File: src/rtl/clk_tick_receiver_pkg.sv
// Shared definitions for the divided-clock tick receiver and the divider feeding it.
package clk_tick_receiver_pkg;

   // Receiver states; the encoding is relied on by anything that peeks at the state register.
   typedef enum logic [1:0] {
      ST_IDLE    = 2'd0,
      ST_ACQUIRE = 2'd1,
      ST_LOCKED  = 2'd2,
      ST_LOST    = 2'd3
   } tick_state_e;

   // Divider and receiver defaults kept together so both ends agree on the tick rate.
   localparam int DIV_PERIOD      = 10000001;
   localparam int TICK_TIMEOUT    = 12000000;
   localparam int TICK_LOCK_EDGES = 3;
   localparam int TICK_CNT_W      = 24;

endpackage

File: src/rtl/clk_tick_receiver_if.sv
// Control and status bundle between the tick receiver and whoever owns it.
interface clk_tick_receiver_if #(
   parameter int CNT_W = clk_tick_receiver_pkg::TICK_CNT_W
);
   logic             en;
   logic             tick_in;
   logic             clr;
   logic             tick_pulse;
   logic [CNT_W-1:0] period;
   logic             locked;
   logic             lost;

   modport master (
      output en, tick_in, clr,
      input  tick_pulse, period, locked, lost
   );

   modport slave (
      input  en, tick_in, clr,
      output tick_pulse, period, locked, lost
   );
endinterface

File: src/rtl/tick_sync_edge.sv
// Three-flop synchronizer with rising-edge detect for a slow asynchronous level.
module tick_sync_edge (
   input  logic clk,
   input  logic rst_n,
   input  logic level_i,
   output logic rise_o
);
   logic [2:0] sync_q;
   logic [2:0] armed_q;

   // Shift the level through three flops; armed_q marks when sync_q[2] holds a real sample,
   // so a level that is already high when reset releases is not mistaken for an edge.
   always_ff @(posedge clk or negedge rst_n) begin
      if (!rst_n) begin
         sync_q  <= '0;
         armed_q <= '0;
      end else begin
         sync_q  <= {sync_q[1:0], level_i};
         armed_q <= {armed_q[1:0], 1'b1};
      end
   end

   assign rise_o = sync_q[1] & ~sync_q[2] & armed_q[2];
endmodule

File: src/rtl/clk_tick_receiver.sv
// Turns the divided-clock level into single-cycle enables on clk and tracks its period and lock.
module clk_tick_receiver
   import clk_tick_receiver_pkg::*;
#(
   parameter int CNT_W      = TICK_CNT_W,
   parameter int TIMEOUT    = TICK_TIMEOUT,
   parameter int LOCK_EDGES = TICK_LOCK_EDGES
) (
   input logic                clk,
   input logic                rst_n,
   clk_tick_receiver_if.slave bus
);
   localparam int               EW           = $clog2(LOCK_EDGES + 1);
   localparam logic [CNT_W-1:0] TIMEOUT_LAST = CNT_W'(TIMEOUT - 1);
   localparam logic [EW-1:0]    LOCK_LAST    = EW'(LOCK_EDGES - 1);

   tick_state_e      state_q, state_d;
   logic [CNT_W-1:0] cnt_q, cnt_d, cntInc;
   logic [EW-1:0]    edgeCnt_q, edgeCnt_d;
   logic             prevEdge_q, prevEdge_d;
   logic [CNT_W-1:0] period_q, period_d;
   logic             tickPulse_q, tickPulse_d;
   logic             locked_q;
   logic             lost_q, lost_d;
   logic             rise;
   logic             timeoutHit;
   logic             enterLost;

   tick_sync_edge uSync (
      .clk     (clk),
      .rst_n   (rst_n),
      .level_i (bus.tick_in),
      .rise_o  (rise)
   );

   assign cntInc     = (cnt_q == '1) ? cnt_q : cnt_q + CNT_W'(1);
   assign timeoutHit = (cnt_q == TIMEOUT_LAST);

   // Next-state and datapath decisions; an edge always beats a timeout in the same cycle.
   always_comb begin
      state_d     = state_q;
      cnt_d       = cnt_q;
      edgeCnt_d   = edgeCnt_q;
      prevEdge_d  = prevEdge_q;
      period_d    = period_q;
      tickPulse_d = 1'b0;
      enterLost   = 1'b0;

      if (!bus.en) begin
         state_d = ST_IDLE;
      end else begin
         case (state_q)
            ST_IDLE: begin
               state_d    = ST_ACQUIRE;
               cnt_d      = '0;
               edgeCnt_d  = '0;
               prevEdge_d = 1'b0;
            end
            ST_ACQUIRE: begin
               if (rise) begin
                  tickPulse_d = 1'b1;
                  cnt_d       = '0;
                  prevEdge_d  = 1'b1;
                  edgeCnt_d   = edgeCnt_q + EW'(1);
                  if (prevEdge_q) period_d = cntInc;
                  if (edgeCnt_q == LOCK_LAST) state_d = ST_LOCKED;
               end else begin
                  cnt_d = cntInc;
                  if (timeoutHit) begin
                     state_d   = ST_LOST;
                     enterLost = 1'b1;
                  end
               end
            end
            ST_LOCKED: begin
               if (rise) begin
                  tickPulse_d = 1'b1;
                  cnt_d       = '0;
                  period_d    = cntInc;
               end else begin
                  cnt_d = cntInc;
                  if (timeoutHit) begin
                     state_d   = ST_LOST;
                     enterLost = 1'b1;
                  end
               end
            end
            ST_LOST: begin
               if (rise) begin
                  tickPulse_d = 1'b1;
                  cnt_d       = '0;
                  edgeCnt_d   = EW'(1);
                  prevEdge_d  = 1'b1;
                  state_d     = ST_ACQUIRE;
               end else begin
                  cnt_d = cntInc;
               end
            end
            default: state_d = ST_IDLE;
         endcase
      end

      lost_d = lost_q;
      if (enterLost)    lost_d = 1'b1;
      else if (bus.clr) lost_d = 1'b0;
   end

   // State register.
   always_ff @(posedge clk or negedge rst_n) begin
      if (!rst_n) state_q <= ST_IDLE;
      else        state_q <= state_d;
   end

   // Counters and registered outputs; locked is registered off the next state so it tracks LOCKED.
   always_ff @(posedge clk or negedge rst_n) begin
      if (!rst_n) begin
         cnt_q       <= '0;
         edgeCnt_q   <= '0;
         prevEdge_q  <= 1'b0;
         period_q    <= '0;
         tickPulse_q <= 1'b0;
         locked_q    <= 1'b0;
         lost_q      <= 1'b0;
      end else begin
         cnt_q       <= cnt_d;
         edgeCnt_q   <= edgeCnt_d;
         prevEdge_q  <= prevEdge_d;
         period_q    <= period_d;
         tickPulse_q <= tickPulse_d;
         locked_q    <= (state_d == ST_LOCKED);
         lost_q      <= lost_d;
      end
   end

   assign bus.tick_pulse = tickPulse_q;
   assign bus.period     = period_q;
   assign bus.locked     = locked_q;
   assign bus.lost       = lost_q;
endmodule

File: src/flat_wrapper.sv
// flat-port wrapper written by rule: the top's interface ports become plain ports
module clk_tick_receiver_flat import clk_tick_receiver_pkg::*;
#(
   parameter int CNT_W      = TICK_CNT_W,
   parameter int TIMEOUT    = TICK_TIMEOUT,
   parameter int LOCK_EDGES = TICK_LOCK_EDGES
)
  (clk, rst_n, bus_en, bus_tick_in, bus_clr, bus_tick_pulse, bus_period, bus_locked, bus_lost);
  clk_tick_receiver_if #(.CNT_W(CNT_W)) bus_i ();
  input logic clk;
  input logic rst_n;
  input wire logic [$bits(bus_i.en)-1:0] bus_en;
  input wire logic [$bits(bus_i.tick_in)-1:0] bus_tick_in;
  input wire logic [$bits(bus_i.clr)-1:0] bus_clr;
  output wire logic [$bits(bus_i.tick_pulse)-1:0] bus_tick_pulse;
  output wire logic [$bits(bus_i.period)-1:0] bus_period;
  output wire logic [$bits(bus_i.locked)-1:0] bus_locked;
  output wire logic [$bits(bus_i.lost)-1:0] bus_lost;
  assign bus_i.en = bus_en;
  assign bus_i.tick_in = bus_tick_in;
  assign bus_i.clr = bus_clr;
  assign bus_tick_pulse = bus_i.tick_pulse;
  assign bus_period = bus_i.period;
  assign bus_locked = bus_i.locked;
  assign bus_lost = bus_i.lost;
  clk_tick_receiver #(.CNT_W(CNT_W), .TIMEOUT(TIMEOUT), .LOCK_EDGES(LOCK_EDGES)) u_core (.clk(clk), .rst_n(rst_n), .bus(bus_i));
endmodule
File: config.mk
export PLATFORM = sky130hd
export DESIGN_NAME = clk_tick_receiver_flat
export DESIGN_NICKNAME = d
export VERILOG_FILES = /design/src/rtl/clk_tick_receiver_pkg.sv /design/src/rtl/clk_tick_receiver_if.sv /design/src/rtl/tick_sync_edge.sv /design/src/rtl/clk_tick_receiver.sv /design/src/flat_wrapper.sv
export SDC_FILE = /design/constraint.sdc
export NUM_CORES = 1
export LEC_CHECK = 0
export ABC_AREA = 1
export ABC_CLOCK_PERIOD_IN_PS = 4500
export BUFFER_PORTS_ARGS = -buffer_cell sky130_fd_sc_hd__buf_2
export CAP_MARGIN = 10
export CORE_ASPECT_RATIO = 1.25
export CORE_UTILIZATION = 30
export DETAILED_ROUTE_END_ITERATION = 8
export PLACE_DENSITY = 0.47
export SLEW_MARGIN = 5
export SYNTH_ARGS = -nofsm -noshare
export SYNTH_HDL_FRONTEND = slang
export SYNTH_SLANG_ARGS = --single-unit
File: constraint.sdc
create_clock -name clk -period 4.5 [get_ports clk]
set_input_delay 0.45 -clock clk [delete_from_list [all_inputs] [get_ports clk]]
set_output_delay 0.45 -clock clk [all_outputs]
set_load 0.1 [all_outputs]
==> flow_summary.ini <==
[outcome]
run_status = finished clean

[routing]
drtIter0Drc = 154
wire_per_inst_um = 14.0
vias = 2850
via_per_inst = 4.68
ant_nets = 0
firstDrtPassIters = 4
wirelength_um = 8540
drc = 0

[synth]
seq_area_frac_synth = 0.459
synth.distinct_cells = 32
synth-simple-area-share = 0.360
synthesis.area_um2 = 3380
syn_nets = 449
yosysWarnings = 0
netlist_instances = 438
ys.flop_type = dfrtp_1
yosys_register_bits = 62
synthAdderAreaFrac = 0.0222
synth_edf_count = 0
muxShareOfSynthArea = 0
synth_compound_area_frac = 0.0522
synth_xor_area_frac = 0.0311
ys_async_sr_fraction = 1.00
syn_area_per_cell_um2 = 7.71
synth_top_family_by_area = simple AND/OR/NAND/NOR gates

[cts]
cts.sinks = 62
postCtsHoldBufs = 0
cts_resized = 0
cts_tree = done
h-tree-depth = 3
clk_pin_slew_ns = 0.05
root_buffer = clkbuf_16
max-clock-path-buffers = 2
postCtsSetupRepairBufs = 0
clock_latency_ns = 0.33
cts_buffers = 9

[sta]
setup_tns_ns = 0
worst_hold_slack_ns = 0.223
period_minus_slack_ns = 2.19
fin_skew_ns = 0.00473
setup_slack_ns = 2.31
rsz0062_at_grt = no
fin_crit_sh = 0.487
max_clock_freq_mhz = 456
maxSlewHeadroom = 0.455
worst-slew-pin-transition_ns = 0.817
slew_violations = 0
finalHoldViolCount = 0
setup_viol = 0

[hold_path]
hp-start = bus_tick_in
hold_path.class = input port to flop

[finish]
diodes = 0
area_delta_synth_final_pct = 15.8
nets = 483
final_common_cell = nand2_1
layout_common_cells = nand2_1, dfrtp_1, inv_1
drive_gt1_frac = 0.159
num-fill-cells = 1132

[worst_setup_path]
arrival_ns = 2.46
cp-start-kind = flop
crit_type = flop to flop
r2r-start = u_core.state_q[1]
crit_path_end_kind = flop
cp_max_fo = 29
crit_required_ns = 4.77
crit_start = u_core.state_q[1]

[placement]
place_ws_ns = 2.29
place.gp.congestion = 0.906
io_buffers = 31
hpwlAfterDp_um = 6000

[floorplanning]
dieArea_um2 = 11700
initial_core_util = 0.314
chipHeight_um = 121
io_pins = 32
fp.dieW_um = 96.9
std_cell_rows = 42
core-area_um2 = 10800

[pwr]
powerDensity_nw_per_um2 = 353
peakVddDrop_mv = 0.171
total_power_mw = 1.38
p_leak_nw = 2.08

[global_route]
grt_max_degree = 63
track_usage = 0.160
grt_pass1_wl_um = 14600
first_global_vias = 2907
grt-ovfl-total = 0
antenna_found_initial = 0

[flow_run]
cap_violations = 0
## Yosys cell counts, types with 2 or more instances
master	count	area, um2
a21oi_1	4	20.0
nand3b_1	4	30.0
ha_1	6	75.1
clkbuf_8	2	27.5
nand4_1	6	37.5
nand2_4	4	45.0
nand3_1	36	180
o21ai_1	4	20.0
o21ai_0	13	65.1
nor3_1	3	15.0
nor2_2	2	12.5
nand2_1	158	593
nand2_2	13	81.3
buf_6	2	22.5
dfrtp_1	62	1550
xor2_1	10	87.6
xnor2_1	2	17.5
buf_2	5	25.0
nor2_4	6	67.6
inv_2	3	11.3
o22ai_1	5	31.3
inv_1	41	154
nor2_1	38	143
## path summary, 6_finish.rpt
check	slack, ns	cells past startpoint	end
setup / recovery	2.31	10	u_core.bus.period[22]
hold / removal	0.22	1	u_core.uSync.sync_q[0]
setup reg to reg	2.31	10	u_core.bus.period[22]
hold reg to reg	0.34	0	u_core.uSync.sync_q[1]
max in group asynchronous	3.66	2	u_core.bus.period[15]
min in group asynchronous	0.29	2	u_core.bus.period[21]
## metal layers
layer	share of wire	wire [um]	track usage	vias up
met4	0.027	234	0.0765	0
li1	-	-	-	1444
met1	0.45	3870	0.192	1344
met2	0.49	4150	0.271	45
met3	0.033	281	0.0347	17
met5	0	0	0	-
## metrics by stage
| step | instance area (um2) | std cells | util |
|---|---|---|---|
| 4_1_cts | 3910 | 609 | 0.363 |
| 5_1_grt | 3910 | 609 | 0.363 |
| 6_report | 3910 | 609 | 0.363 |
| 3_5_place_dp | 3630 | 593 | 0.337 |
| 2_1_floorplan | 3380 | 438 | - |
| 3_3_place_gp | 3630 | 593 | 0.337 |
## layout make-up
type                            instances  area, um2  area share
Tap cell                              132        165      0.0422
Clock inverter                          5       50.0      0.0128
Clock buffer                           11        233      0.0595
Timing Repair Buffer                   33        170      0.0435
Inverter                               44        165      0.0422
Sequential cell                        62       1550       0.397
Multi-Input combinational cell        322       1580       0.403
## critical path: stages, from the launching register on
cell	delay (ns)
dfrtp_1	0.38
inv_1	0.09
ha_1	0.24
inv_1	0.11
nor2_1	0.05
a21oi_1	0.11
nand3_1	0.07
buf_4	0.24
inv_1	0.57
nand3_1	0.17
nand2_1	0.10
## flip-flops by register name, summed over array words and instances (netlist names)
name,flops
u_core.bus.period,24
u_core.cnt_q,24
u_core.uSync.armed_q,3
u_core.uSync.sync_q,3
u_core.edgeCnt_q,2
u_core.state_q,2
u_core.bus.locked,1
u_core.bus.lost,1
u_core.bus.tick_pulse,1
u_core.prevEdge_q,1
## cell families (layout without fill, tap and decap cells)
kind of cell,count (synthesis),after routing
simple gates,272,272
xor+xnor,12,12
buf+inv,54,93
flops,62,62
compound gates,31,31
fa+ha+maj,6,6
other cells,1,1
## where the power goes
part / switching [mW] / leakage (nW) / total (mW) / internal (mW)
registers: 0.0108 / 0.844 / 0.586 / 0.575
logic: 0.106 / 1.09 / 0.130 / 0.0236
clock network: 0.240 / 0.143 / 0.664 / 0.424
total: 0.357 / 2.08 / 1.38 / 1.02
Power figures use the tool's default switching activity.
